<file path="src/rtl/jk_cmd_sequencer.sv">
// Command-driven J/K stimulus stage: holds a J/K pattern for len cycles, tracks the
// expected flip-flop state and checks the returned Q once the command completes.
module jk_cmd_sequencer #(
    parameter int LEN_W = 4,
    parameter int ERR_W = 8
) (
    input  logic             clk,
    input  logic             rst,
    input  logic             cmd_valid,
    output logic             cmd_ready,
    input  logic [1:0]       cmd_op,
    input  logic [LEN_W-1:0] cmd_len,
    output logic             J,
    output logic             K,
    input  logic             q_in,
    output logic             q_exp,
    output logic             busy,
    output logic             done,
    output logic             err,
    output logic [ERR_W-1:0] err_count
);

    typedef enum logic [1:0] {IDLE, DRIVE, CHECK} state_t;

    state_t             state, state_nxt;
    logic [LEN_W-1:0]   cnt, cnt_nxt;
    logic               j_nxt, k_nxt, q_exp_nxt, busy_nxt, done_nxt, err_nxt, ready_nxt;
    logic [ERR_W-1:0]   err_count_nxt;

    always_ff @(posedge clk or negedge rst) begin
        if (!rst) begin
            state     <= IDLE;
            cnt       <= '0;
            J         <= 1'b0;
            K         <= 1'b0;
            q_exp     <= 1'b0;
            busy      <= 1'b0;
            done      <= 1'b0;
            err       <= 1'b0;
            cmd_ready <= 1'b0;
            err_count <= '0;
        end else begin
            state     <= state_nxt;
            cnt       <= cnt_nxt;
            J         <= j_nxt;
            K         <= k_nxt;
            q_exp     <= q_exp_nxt;
            busy      <= busy_nxt;
            done      <= done_nxt;
            err       <= err_nxt;
            cmd_ready <= ready_nxt;
            err_count <= err_count_nxt;
        end
    end

    // The latched op lives in J/K themselves; they are held constant through DRIVE.
    always_comb begin
        state_nxt     = state;
        cnt_nxt       = cnt;
        j_nxt         = J;
        k_nxt         = K;
        q_exp_nxt     = q_exp;
        busy_nxt      = busy;
        done_nxt      = 1'b0;
        err_nxt       = 1'b0;
        ready_nxt     = cmd_ready;
        err_count_nxt = err_count;
        case (state)
            IDLE: begin
                j_nxt     = 1'b0;
                k_nxt     = 1'b0;
                ready_nxt = 1'b1;
                if (cmd_valid && cmd_ready) begin
                    j_nxt     = cmd_op[1];
                    k_nxt     = cmd_op[0];
                    cnt_nxt   = (cmd_len == '0) ? LEN_W'(1) : cmd_len;
                    ready_nxt = 1'b0;
                    busy_nxt  = 1'b1;
                    state_nxt = DRIVE;
                end
            end
            DRIVE: begin
                case ({J, K})
                    2'b01:   q_exp_nxt = 1'b0;
                    2'b10:   q_exp_nxt = 1'b1;
                    2'b11:   q_exp_nxt = ~q_exp;
                    default: q_exp_nxt = q_exp;
                endcase
                cnt_nxt = cnt - LEN_W'(1);
                if (cnt == LEN_W'(1)) begin
                    j_nxt     = 1'b0;
                    k_nxt     = 1'b0;
                    state_nxt = CHECK;
                end
            end
            CHECK: begin
                done_nxt = 1'b1;
                if (q_in != q_exp) begin
                    err_nxt = 1'b1;
                    if (err_count != '1)
                        err_count_nxt = err_count + ERR_W'(1);
                end
                busy_nxt  = 1'b0;
                ready_nxt = 1'b1;
                state_nxt = IDLE;
            end
            default: state_nxt = IDLE;
        endcase
    end

endmodule

</file>
<file path="config.mk">
export PLATFORM = sky130hd
export DESIGN_NAME = jk_cmd_sequencer
export DESIGN_NICKNAME = d
export VERILOG_FILES = /design/src/rtl/jk_cmd_sequencer.sv
export SDC_FILE = /design/constraint.sdc
export NUM_CORES = 1
export LEC_CHECK = 0
export CAP_MARGIN = 20
export CORE_MARGIN = 4
export CORE_UTILIZATION = 42
export CTS_CLUSTER_DIAMETER = 80
export DETAILED_ROUTE_END_ITERATION = 6
export PLACE_DENSITY = 0.71
export REMOVE_ABC_BUFFERS = 1
export SLEW_MARGIN = 20
export SYNTH_ARGS = -nofsm -noshare
export SYNTH_HDL_FRONTEND = slang
export SYNTH_SLANG_ARGS = --single-unit
</file>
<file path="constraint.sdc">
create_clock -name clk -period 1.45 [get_ports clk]
set_clock_uncertainty 0.05 [all_clocks]
set_input_delay 0.29 -clock clk [delete_from_list [all_inputs] [get_ports clk]]
set_output_delay 0.29 -clock clk [all_outputs]
set_load 0.03 [all_outputs]
</file>
==> results of run 1 <==
## flip-flops by register name, indices dropped and copies added, names as in the netlist
signal     count
err_count      8
cnt            4
busy           1
done           1
err            1
q_exp          1
J              1
state          2
K              1
cmd_ready      1
## cell usage in the layout, fill, tap and decap left out, types with 2 or more instances in the layout
| cell type | synthesis | routed |
|---|---|---|
| sky130_fd_sc_hd__nor3_1 | 4 | 3 |
| sky130_fd_sc_hd__nor2_1 | 6 | 6 |
| sky130_fd_sc_hd__dlygate4sd2_1 | 0 | 2 |
| sky130_fd_sc_hd__buf_4 | 0 | 23 |
| sky130_fd_sc_hd__a21oi_1 | 6 | 6 |
| sky130_fd_sc_hd__nand4_1 | 2 | 2 |
| sky130_fd_sc_hd__o21ai_0 | 2 | 2 |
| sky130_fd_sc_hd__mux2i_1 | 2 | 2 |
| sky130_fd_sc_hd__inv_1 | 8 | 8 |
| sky130_fd_sc_hd__clkbuf_2 | 0 | 4 |
| sky130_fd_sc_hd__ha_1 | 3 | 2 |
| sky130_fd_sc_hd__a22o_1 | 2 | 2 |
| sky130_fd_sc_hd__buf_6 | 0 | 4 |
| sky130_fd_sc_hd__clkbuf_4 | 0 | 3 |
| sky130_fd_sc_hd__nand3_1 | 3 | 3 |
| sky130_fd_sc_hd__nand2_1 | 5 | 5 |
| sky130_fd_sc_hd__a31oi_1 | 2 | 2 |
| sky130_fd_sc_hd__xor2_1 | 4 | 4 |
| sky130_fd_sc_hd__dfrtp_1 | 21 | 20 |
| sky130_fd_sc_hd__a21o_1 | 2 | 2 |
| sky130_fd_sc_hd__xnor2_1 | 4 | 3 |
| sky130_fd_sc_hd__clkdlybuf4s15_1 | 0 | 2 |
| sky130_fd_sc_hd__clkdlybuf4s50_1 | 0 | 9 |
## logic make-up (layout without fill, tap and decap cells)
family	count (synthesis)	after routing	synth area share, %
fa+ha+maj	3	3	3.79
xor+xnor	8	8	7.07
compound gates	17	17	12.2
simple gates	29	29	17.2
mux	3	3	3.16
flops	21	21	53.0
buf+inv	9	57	3.53
## metal layers
| layer | GRT usage, % | wire length [um] | vias up |
|---|---|---|---|
| li1 | - | - | 409 |
| met1 | 18.2 | 874 | 386 |
| met2 | 25.2 | 1070 | 17 |
| met3 | 5.52 | 108 | 4 |
| met4 | 3.73 | 21 | 0 |
| met5 | 0 | 0 | - |
## repair_timing
action | 4_1_cts | 5_1_grt
resized for setup | 19 | 12
endpoints found under the setup margin | 16 | 17
pin swaps | 6 | 2
hold buffers | 0 | 0
hold endpoints to repair | 0 | 0
setup buffers | 1 | 3
## how the worst min path moves through the flow
stage / depth (start not counted) / to / start
5_1_grt: 2 / err_count[4]$_DFFE_PN0P_ / rst
3_3_place_gp: 1 / q_exp$_DFFE_PN0P_ / K$_DFFE_PN0P_
3_5_place_dp: 1 / q_exp$_DFFE_PN0P_ / K$_DFFE_PN0P_
2_1_floorplan: 0 / J$_DFFE_PN0P_ / rst
4_1_cts: 2 / err_count[4]$_DFFE_PN0P_ / rst
6_report: 2 / err_count[4]$_DFFE_PN0P_ / rst
## worst register-to-register path, cell delays in order, from the launching register on
cell	delay, ns
sky130_fd_sc_hd__dfrtp_1	0.41
sky130_fd_sc_hd__ha_2	0.19
sky130_fd_sc_hd__and3_4	0.15
sky130_fd_sc_hd__a211oi_4	0.25
sky130_fd_sc_hd__mux2_2	0.36
## Yosys cell counts (all sizes together), types with 2 or more instances
cell type / instances
nor3: 4
inv: 8
a22o: 2
xnor2: 4
o21ai: 2
nand3: 3
mux2i: 2
ha: 3
nand2b: 2
a21oi: 6
xor2: 4
a31oi: 2
nand2: 5
dfrtp: 21
and3: 2
nor2: 6
a21o: 2
nand4: 2
## power groups by stage
stage,sequential (W),clock [W],combinational (W)
2_1_floorplan,0.00113,0,0.000435
3_3_place_gp,0.000913,0,0.00111
3_5_place_dp,0.000920,0,0.00115
4_1_cts,0.000915,0.000293,0.00117
5_1_grt,0.000964,0.000321,0.00138
6_report,0.000930,0.000277,0.00124
## per-stage QoR
step	setup slack [ns]	hold slack, ns	power [W]	utilization, %	instances
floorplan	-0.277	-0.0556	0.00157	-	89
global placement	-0.230	0.420	0.00202	61.5	158
detailed placement	-0.276	0.430	0.00207	61.5	158
CTS	-0.0984	0.257	0.00238	63.9	163
global route	-0.110	0.250	0.00266	65.3	166
finish	-0.0619	0.255	0.00245	65.3	166
## final cells by class
class | count | area (um^2) | share of cell area (%)
clock buffers | 3 | 22.5 | 1.55
flip-flops and latches | 21 | 527 | 36.1
multi-input cells | 60 | 462 | 31.7
repair buffers | 45 | 377 | 25.8
inverters | 8 | 30.0 | 2.06
well taps | 28 | 35.0 | 2.40
clock inverters | 1 | 5.00 | 0.343
==> metrics.log, run 1 <==
[metrics] core area: 2230 um^2
[metrics] height of the die: 56.6 um
[metrics] GRT Residual Overflow: 0
[metrics] Sw Share: roughly 40%
[metrics] FF-to-FF path depth: 4
[metrics] achievable clock frequency: around 0.66 GHz
[metrics] Min-Delay Path Class: in2async
[metrics] CP endpoint: err_count[1]$_DFFE_PN0P_
[metrics] pin slew with the least headroom to its limit: just under 0.3 ns
[metrics] area of the die: roughly 3200 um^2
[metrics] number of violations of the max-capacitance limit: 0
[metrics] total wirelength of the detailed-routed design: between 2 and 2.5 mm
[metrics] Slew Limit Headroom: between 80% and 90%
[metrics] area delta synth->final: 47.1%
[metrics] Final Hold Fails: 0
[metrics] endpoint class of the critical path: register
[metrics] Yosys reg bits: 21
[metrics] worst path bufs/invs: 0
[metrics] part of the power in registers: a little under two fifths
[metrics] Avg WL per Cell: approximately 13 um
[metrics] area share of the largest cell type after synthesis: 53.0%
[metrics] final worst path period need: approximately 1.5 ns
[metrics] Synth area leader: sky130_fd_sc_hd__dfrtp_1
[metrics] H-tree depth: 1
[metrics] Int Power: 0.00148 W
[metrics] worst setup slack after layout: -0.0619 ns
[metrics] initial standard-cell utilization of the core: 44.4%
[metrics] power dissipated by switching net loads: 0.000969 W
[metrics] ratio of routed vias to standard cells: 4.92
[metrics] clock sinks: 21
[metrics] Num CTS Buffers: 3
[metrics] gate count after technology mapping: 90
[metrics] antenna violation net count after detailed routing: 0
[metrics] estimated wirelength of the detail-placed design: 1.60 mm
[metrics] ordered cell list for the critical path: ha_2, and3_4, a211oi_4, mux2_2
[metrics] via count of the first global-routing pass: about 900
[metrics] cell type group with the largest total delay on the critical path: flip-flops
[metrics] Clk pin slew, worst setup/hold paths: roughly 0.12 ns
[metrics] global-route wire length before repair: ~3.8 mm
[metrics] reg2reg end: err_count[1]$_DFFE_PN0P_
[metrics] yosys synthesis warning count: 0
[metrics] number of core rows: 17
[metrics] mean post-synth cell area: 11.0 um^2
[metrics] final worst path period share: 104%
[metrics] clock tree buffer depth: 2
[metrics] cell types with the largest area share after synthesis: sky130_fd_sc_hd__dfrtp_1, sky130_fd_sc_hd__ha_1, sky130_fd_sc_hd__xnor2_1, sky130_fd_sc_hd__xor2_1, sky130_fd_sc_hd__a21oi_1
[metrics] CP arrival: 1.67 ns
[metrics] cell area after technology mapping: 991 um^2
[metrics] commonest register cell after synthesis: sky130_fd_sc_hd__dfrtp_1
[metrics] critical path's largest stage delay: 0.41 ns
[metrics] reg2reg setup slack: -0.06 ns
[metrics] count of pins on the block boundary: 25
[metrics] portion of the post-synthesis area used by sequential elements: around 53%
[metrics] worst voltage drop across the vdd grid: between 1 and 1.5 mV
[metrics] number of endpoints failing setup at the final stage: 3
[metrics] overall via count from detail_route: slightly above 800
[metrics] iteration-0 DRC count of the detailed router: 9
[metrics] RSZ-0062 raised after global routing: yes
[metrics] Critical Setup Path Class: reg2reg
[metrics] proportion of power drawn by the clock network: between 10% and 20%
[metrics] CTS tree: yes
[metrics] cell at the slowest stage of the critical path: sky130_fd_sc_hd__dfrtp_1
[metrics] 1st-pass router iterations: 3
[metrics] aggregate negative setup slack: -0.129 ns
[metrics] worst-path maximum fanout: 4
[metrics] Power per Cell Area: between 1500 and 2000 nW/um^2
[metrics] total DRC errors in the routed layout: 0
[metrics] Final Instance Area: 1460 um^2
[metrics] start of the worst register-to-register path: err_count[1]$_DFFE_PN0P_
[metrics] routability congestion estimate from global placement: around 0.79
[metrics] number of diodes added for antenna fixing: 0
[metrics] pin count of the biggest net entering global routing: 22
[metrics] number of flops mapped to enable cells by yosys: 0
[metrics] final number of max-transition violations: 0
[metrics] antenna violations before repair: 0
[metrics] static leakage: a little over 0.7 nW
[metrics] horizontal die dimension: between 50 and 60 um
[metrics] Async SR Flop Fraction: 100%
[metrics] violations in the final reports: negative setup slack
[metrics] power share of the combinational group: between 50% and 60%
[metrics] nature of the critical path startpoint: register
[metrics] global-route total usage across every layer: between 10% and 20%
[metrics] share of final-layout standard cells stronger than drive strength 1: about a third
[metrics] outcome: finished with violations
[metrics] Critical Path Start: err_count[1]$_DFFE_PN0P_
[metrics] count of buffers from port buffering: 24
[metrics] number of distinct library cell variants in the gate-level netlist after synthesis: 29
[metrics] Crit path depth: 4
[metrics] library cell used as clock root buffer: sky130_fd_sc_hd__clkbuf_4
[metrics] layout filler cell count: roughly 190
[metrics] DP Area: between 1000 and 1500 um^2
[metrics] insertion delay to the later sink of the worst-skew pair: 0.31 ns
[metrics] Final #Nets: roughly 150
[metrics] Critical Path RT: about 1.6 ns
Power figures use the tool's default switching activity.
==> run 2, diff against run 1 <==
==> constraint.sdc (replaced) <==
create_clock -name clk -period 1.45 [get_ports clk]
set_clock_uncertainty 0.05 [all_clocks]
set_input_delay 0.29 -clock clk [delete_from_list [all_inputs] [get_ports clk]]
set_output_delay 0.29 -clock clk [all_outputs]
set_load 0.1 [all_outputs]
==> run 2 against run 1 <==
The run still ends with negative setup slack left; combinational power grew 65%; sequential cell count is the same; maximum frequency shrank 3.0%; core utilization grew 7.2 points; count of clock-buffer cells in the layout grew 1; first-iteration DRC count grew 100%; die area is the same; hold slack gained 0.024 ns; wire length grew 8.8%; clock power is essentially flat; worst setup slack lost 0.047 ns; global-route usage grew 0.98 points; critical path type unchanged; largest power group unchanged.
==> metrics.log, run 2 (synthesis gave the netlist of run 1 again) <==
[metrics] reg2reg end: err_count[1]$_DFFE_PN0P_ (unchanged)
[metrics] Clk pin slew, worst setup/hold paths: 0.11 ns (was 0.12 ns)
[metrics] number of diodes added for antenna fixing: 0 (unchanged)
[metrics] worst-path maximum fanout: 4 (unchanged)
[metrics] Num CTS Buffers: 3 (unchanged)
[metrics] estimated wirelength of the detail-placed design: 1.76 mm (was 1.60 mm)
[metrics] nature of the critical path startpoint: register (unchanged)
[metrics] area delta synth->final: 63.4% (was 47.1%)
[metrics] DP Area: 1530 um^2 (was 1370 um^2)
[metrics] RSZ-0062 raised after global routing: yes (unchanged)
[metrics] core area: 2230 um^2 (unchanged)
[metrics] total wirelength of the detailed-routed design: 2.26 mm (was 2.08 mm)
[metrics] cell type group with the largest total delay on the critical path: flip-flops (unchanged)
[metrics] Critical Path RT: 1.59 ns (was 1.61 ns)
[metrics] count of pins on the block boundary: 25 (unchanged)
[metrics] Min-Delay Path Class: in2async (unchanged)
[metrics] largest registers ranked by flip-flop count: err_count (8), cnt (4), state (2) (unchanged)
[metrics] worst path bufs/invs: 0 (unchanged)
[metrics] number of core rows: 17 (unchanged)
[metrics] final worst path period share: 107% (was 104%)
[metrics] CP arrival: 1.70 ns (was 1.67 ns)
[metrics] H-tree depth: 1 (unchanged)
[metrics] iteration-0 DRC count of the detailed router: 18 (was 9)
[metrics] critical path's largest stage delay: 0.42 ns (was 0.41 ns)
[metrics] Power per Cell Area: 2030 nW/um^2 (was 1680 nW/um^2)
[metrics] violations in the final reports: negative setup slack (unchanged)
[metrics] achievable clock frequency: 0.642 GHz (was 0.661 GHz)
[metrics] horizontal die dimension: 56.6 um (unchanged)
[metrics] number of endpoints failing setup at the final stage: 4 (was 3)
[metrics] final number of max-transition violations: 0 (unchanged)
[metrics] flip-flop count of the largest register after layout: 8 (unchanged)
[metrics] total DRC errors in the routed layout: 0 (unchanged)
[metrics] via count of the first global-routing pass: 868 (was 874)
[metrics] initial standard-cell utilization of the core: 44.4% (unchanged)
[metrics] pin slew with the least headroom to its limit: 0.286 ns (was 0.296 ns)
[metrics] clock sinks: 21 (unchanged)
[metrics] worst setup slack after layout: -0.109 ns (was -0.0619 ns)
[metrics] CTS tree: yes (unchanged)
[metrics] insertion delay to the later sink of the worst-skew pair: 0.30 ns (was 0.31 ns)
[metrics] outcome: finished with violations (unchanged)
[metrics] endpoint class of the critical path: register (unchanged)
[metrics] FF-to-FF path depth: 4 (unchanged)
[metrics] routability congestion estimate from global placement: 0.813 (was 0.788)
[metrics] global-route total usage across every layer: 16.0% (was 15.0%)
[metrics] overall via count from detail_route: 815 (was 816)
[metrics] Avg WL per Cell: 13.9 um (was 12.5 um)
[metrics] Crit path depth: 4 (unchanged)
[metrics] Critical Setup Path Class: reg2reg (unchanged)
[metrics] ratio of routed vias to standard cells: 5.00 (was 4.92)
[metrics] global-route wire length before repair: 4.03 mm (was 3.80 mm)
[metrics] Final Hold Fails: 0 (unchanged)
[metrics] pin count of the biggest net entering global routing: 22 (unchanged)
[metrics] 1st-pass router iterations: 4 (was 3)
[metrics] final worst path period need: 1.56 ns (was 1.51 ns)
[metrics] Slew Limit Headroom: 80.7% (was 80.4%)
[metrics] GRT Residual Overflow: 0 (unchanged)
[metrics] antenna violation net count after detailed routing: 0 (unchanged)
[metrics] start of the worst register-to-register path: err_count[0]$_DFFE_PN0P_ (was err_count[1]$_DFFE_PN0P_)
[metrics] static leakage: 0.764 nW (was 0.717 nW)
[metrics] ordered cell list for the critical path: ha_2, and3_4, a211oi_4, mux2_2 (unchanged)
[metrics] reg2reg setup slack: -0.11 ns (was -0.06 ns)
[metrics] commonest non-fill, non-tap cell in the layout: sky130_fd_sc_hd__dfrtp_1 (was sky130_fd_sc_hd__buf_4)
[metrics] Final Instance Area: 1620 um^2 (was 1460 um^2)
[metrics] top library cells by usage in the layout, fill and taps aside: sky130_fd_sc_hd__dfrtp_1, sky130_fd_sc_hd__buf_4, sky130_fd_sc_hd__buf_12 (was sky130_fd_sc_hd__buf_4, sky130_fd_sc_hd__dfrtp_1, sky130_fd_sc_hd__clkdlybuf4s50_1)
[metrics] count of buffers from port buffering: 24 (unchanged)
[metrics] Most flops, register: err_count (unchanged)
[metrics] Final #Nets: 149 (was 152)
[metrics] cell at the slowest stage of the critical path: sky130_fd_sc_hd__dfrtp_1 (unchanged)
[metrics] height of the die: 56.6 um (unchanged)
[metrics] share of final-layout standard cells stronger than drive strength 1: 35.6% (was 34.1%)
[metrics] library cell used as clock root buffer: sky130_fd_sc_hd__clkbuf_4 (unchanged)
[metrics] antenna violations before repair: 0 (unchanged)
[metrics] clock tree buffer depth: 2 (unchanged)
[metrics] number of violations of the max-capacitance limit: 0 (unchanged)
[metrics] area of the die: 3200 um^2 (unchanged)
[metrics] worst voltage drop across the vdd grid: 2.35 mV (was 1.23 mV)
[metrics] final total power: 0.00328 W (was 0.00245 W)
-- run 2: cell types whose count changed in the layout (fill, tap and decap cells not counted), moves of 2 or more --
cell / previous run / this run
sky130_fd_sc_hd__buf_12: 0 / 15
sky130_fd_sc_hd__buf_4: 23 / 17
sky130_fd_sc_hd__buf_6: 4 / 1
sky130_fd_sc_hd__clkbuf_2: 4 / 0
sky130_fd_sc_hd__dlygate4sd2_1: 2 / 0
sky130_fd_sc_hd__clkdlybuf4s15_1: 2 / 0
-- run 2: what timing repair did --
action,in CTS,in global routing
gates resized for setup,3,6
hold buffers,0,0
endpoints found under the setup margin,5,11
buffers inserted,1,1
pin swaps,5,3
-- run 2: worst max path at each step --
stage / from / slack, ns / endpoint
CTS: err_count[0]$_DFFE_PN0P_ / -0.11 / err_count[5]$_DFFE_PN0P_
detailed placement: q_in / -0.27 / err_count[6]$_DFFE_PN0P_
floorplan: err_count[0]$_DFFE_PN0P_ / -0.73 / err_count[6]$_DFFE_PN0P_
global placement: q_in / -0.23 / err_count[1]$_DFFE_PN0P_
global route: err_count[0]$_DFFE_PN0P_ / -0.17 / err_count[5]$_DFFE_PN0P_
finish: err_count[0]$_DFFE_PN0P_ / -0.11 / err_count[1]$_DFFE_PN0P_
-- run 2: metrics by stage --
step                      std cells  TNS, ns  setup slack (ns)  hold WS, ns  utilization, %
after global placement          157    -2.00            -0.234        0.489            68.6
final                           163   -0.281            -0.109        0.278            72.5
after CTS                       162   -0.258            -0.105        0.273            70.6
after floorplan                  89    -9.36            -0.727      -0.0556               -
after global routing            163   -0.643            -0.173        0.269            72.5
after detailed placement        157    -2.38            -0.270        0.498            68.6
-- run 2: final cells by class --
class                           count  area [um^2]
Inverter                            8         30.0
Fill cell                         157          614
Clock buffer                        4         26.3
Timing Repair Buffer               42          529
Sequential cell                    21          526
Tap cell                           28         35.0
Multi-Input combinational cell     60          473
-- run 2: routing by layer --
| layer | global-route usage, % | routed length [um] | part of all wire [%] | vias up |
|---|---|---|---|---|
| li1 | - | - | - | 405 |
| met1 | 20.7 | 1010 | 45 | 384 |
| met2 | 26.4 | 1120 | 49 | 20 |
| met3 | 2.76 | 87 | 3.9 | 6 |
| met4 | 6.44 | 45 | 2.0 | 0 |
| met5 | 0 | 0 | 0 | - |
-- run 2: where the power goes --
group | internal (W) | switching [W] | total [W]
clock | 0.000107 | 0.000167 | 0.000274
sequential | 0.000765 | 0.000192 | 0.000957
combinational | 0.000833 | 0.00122 | 0.00205
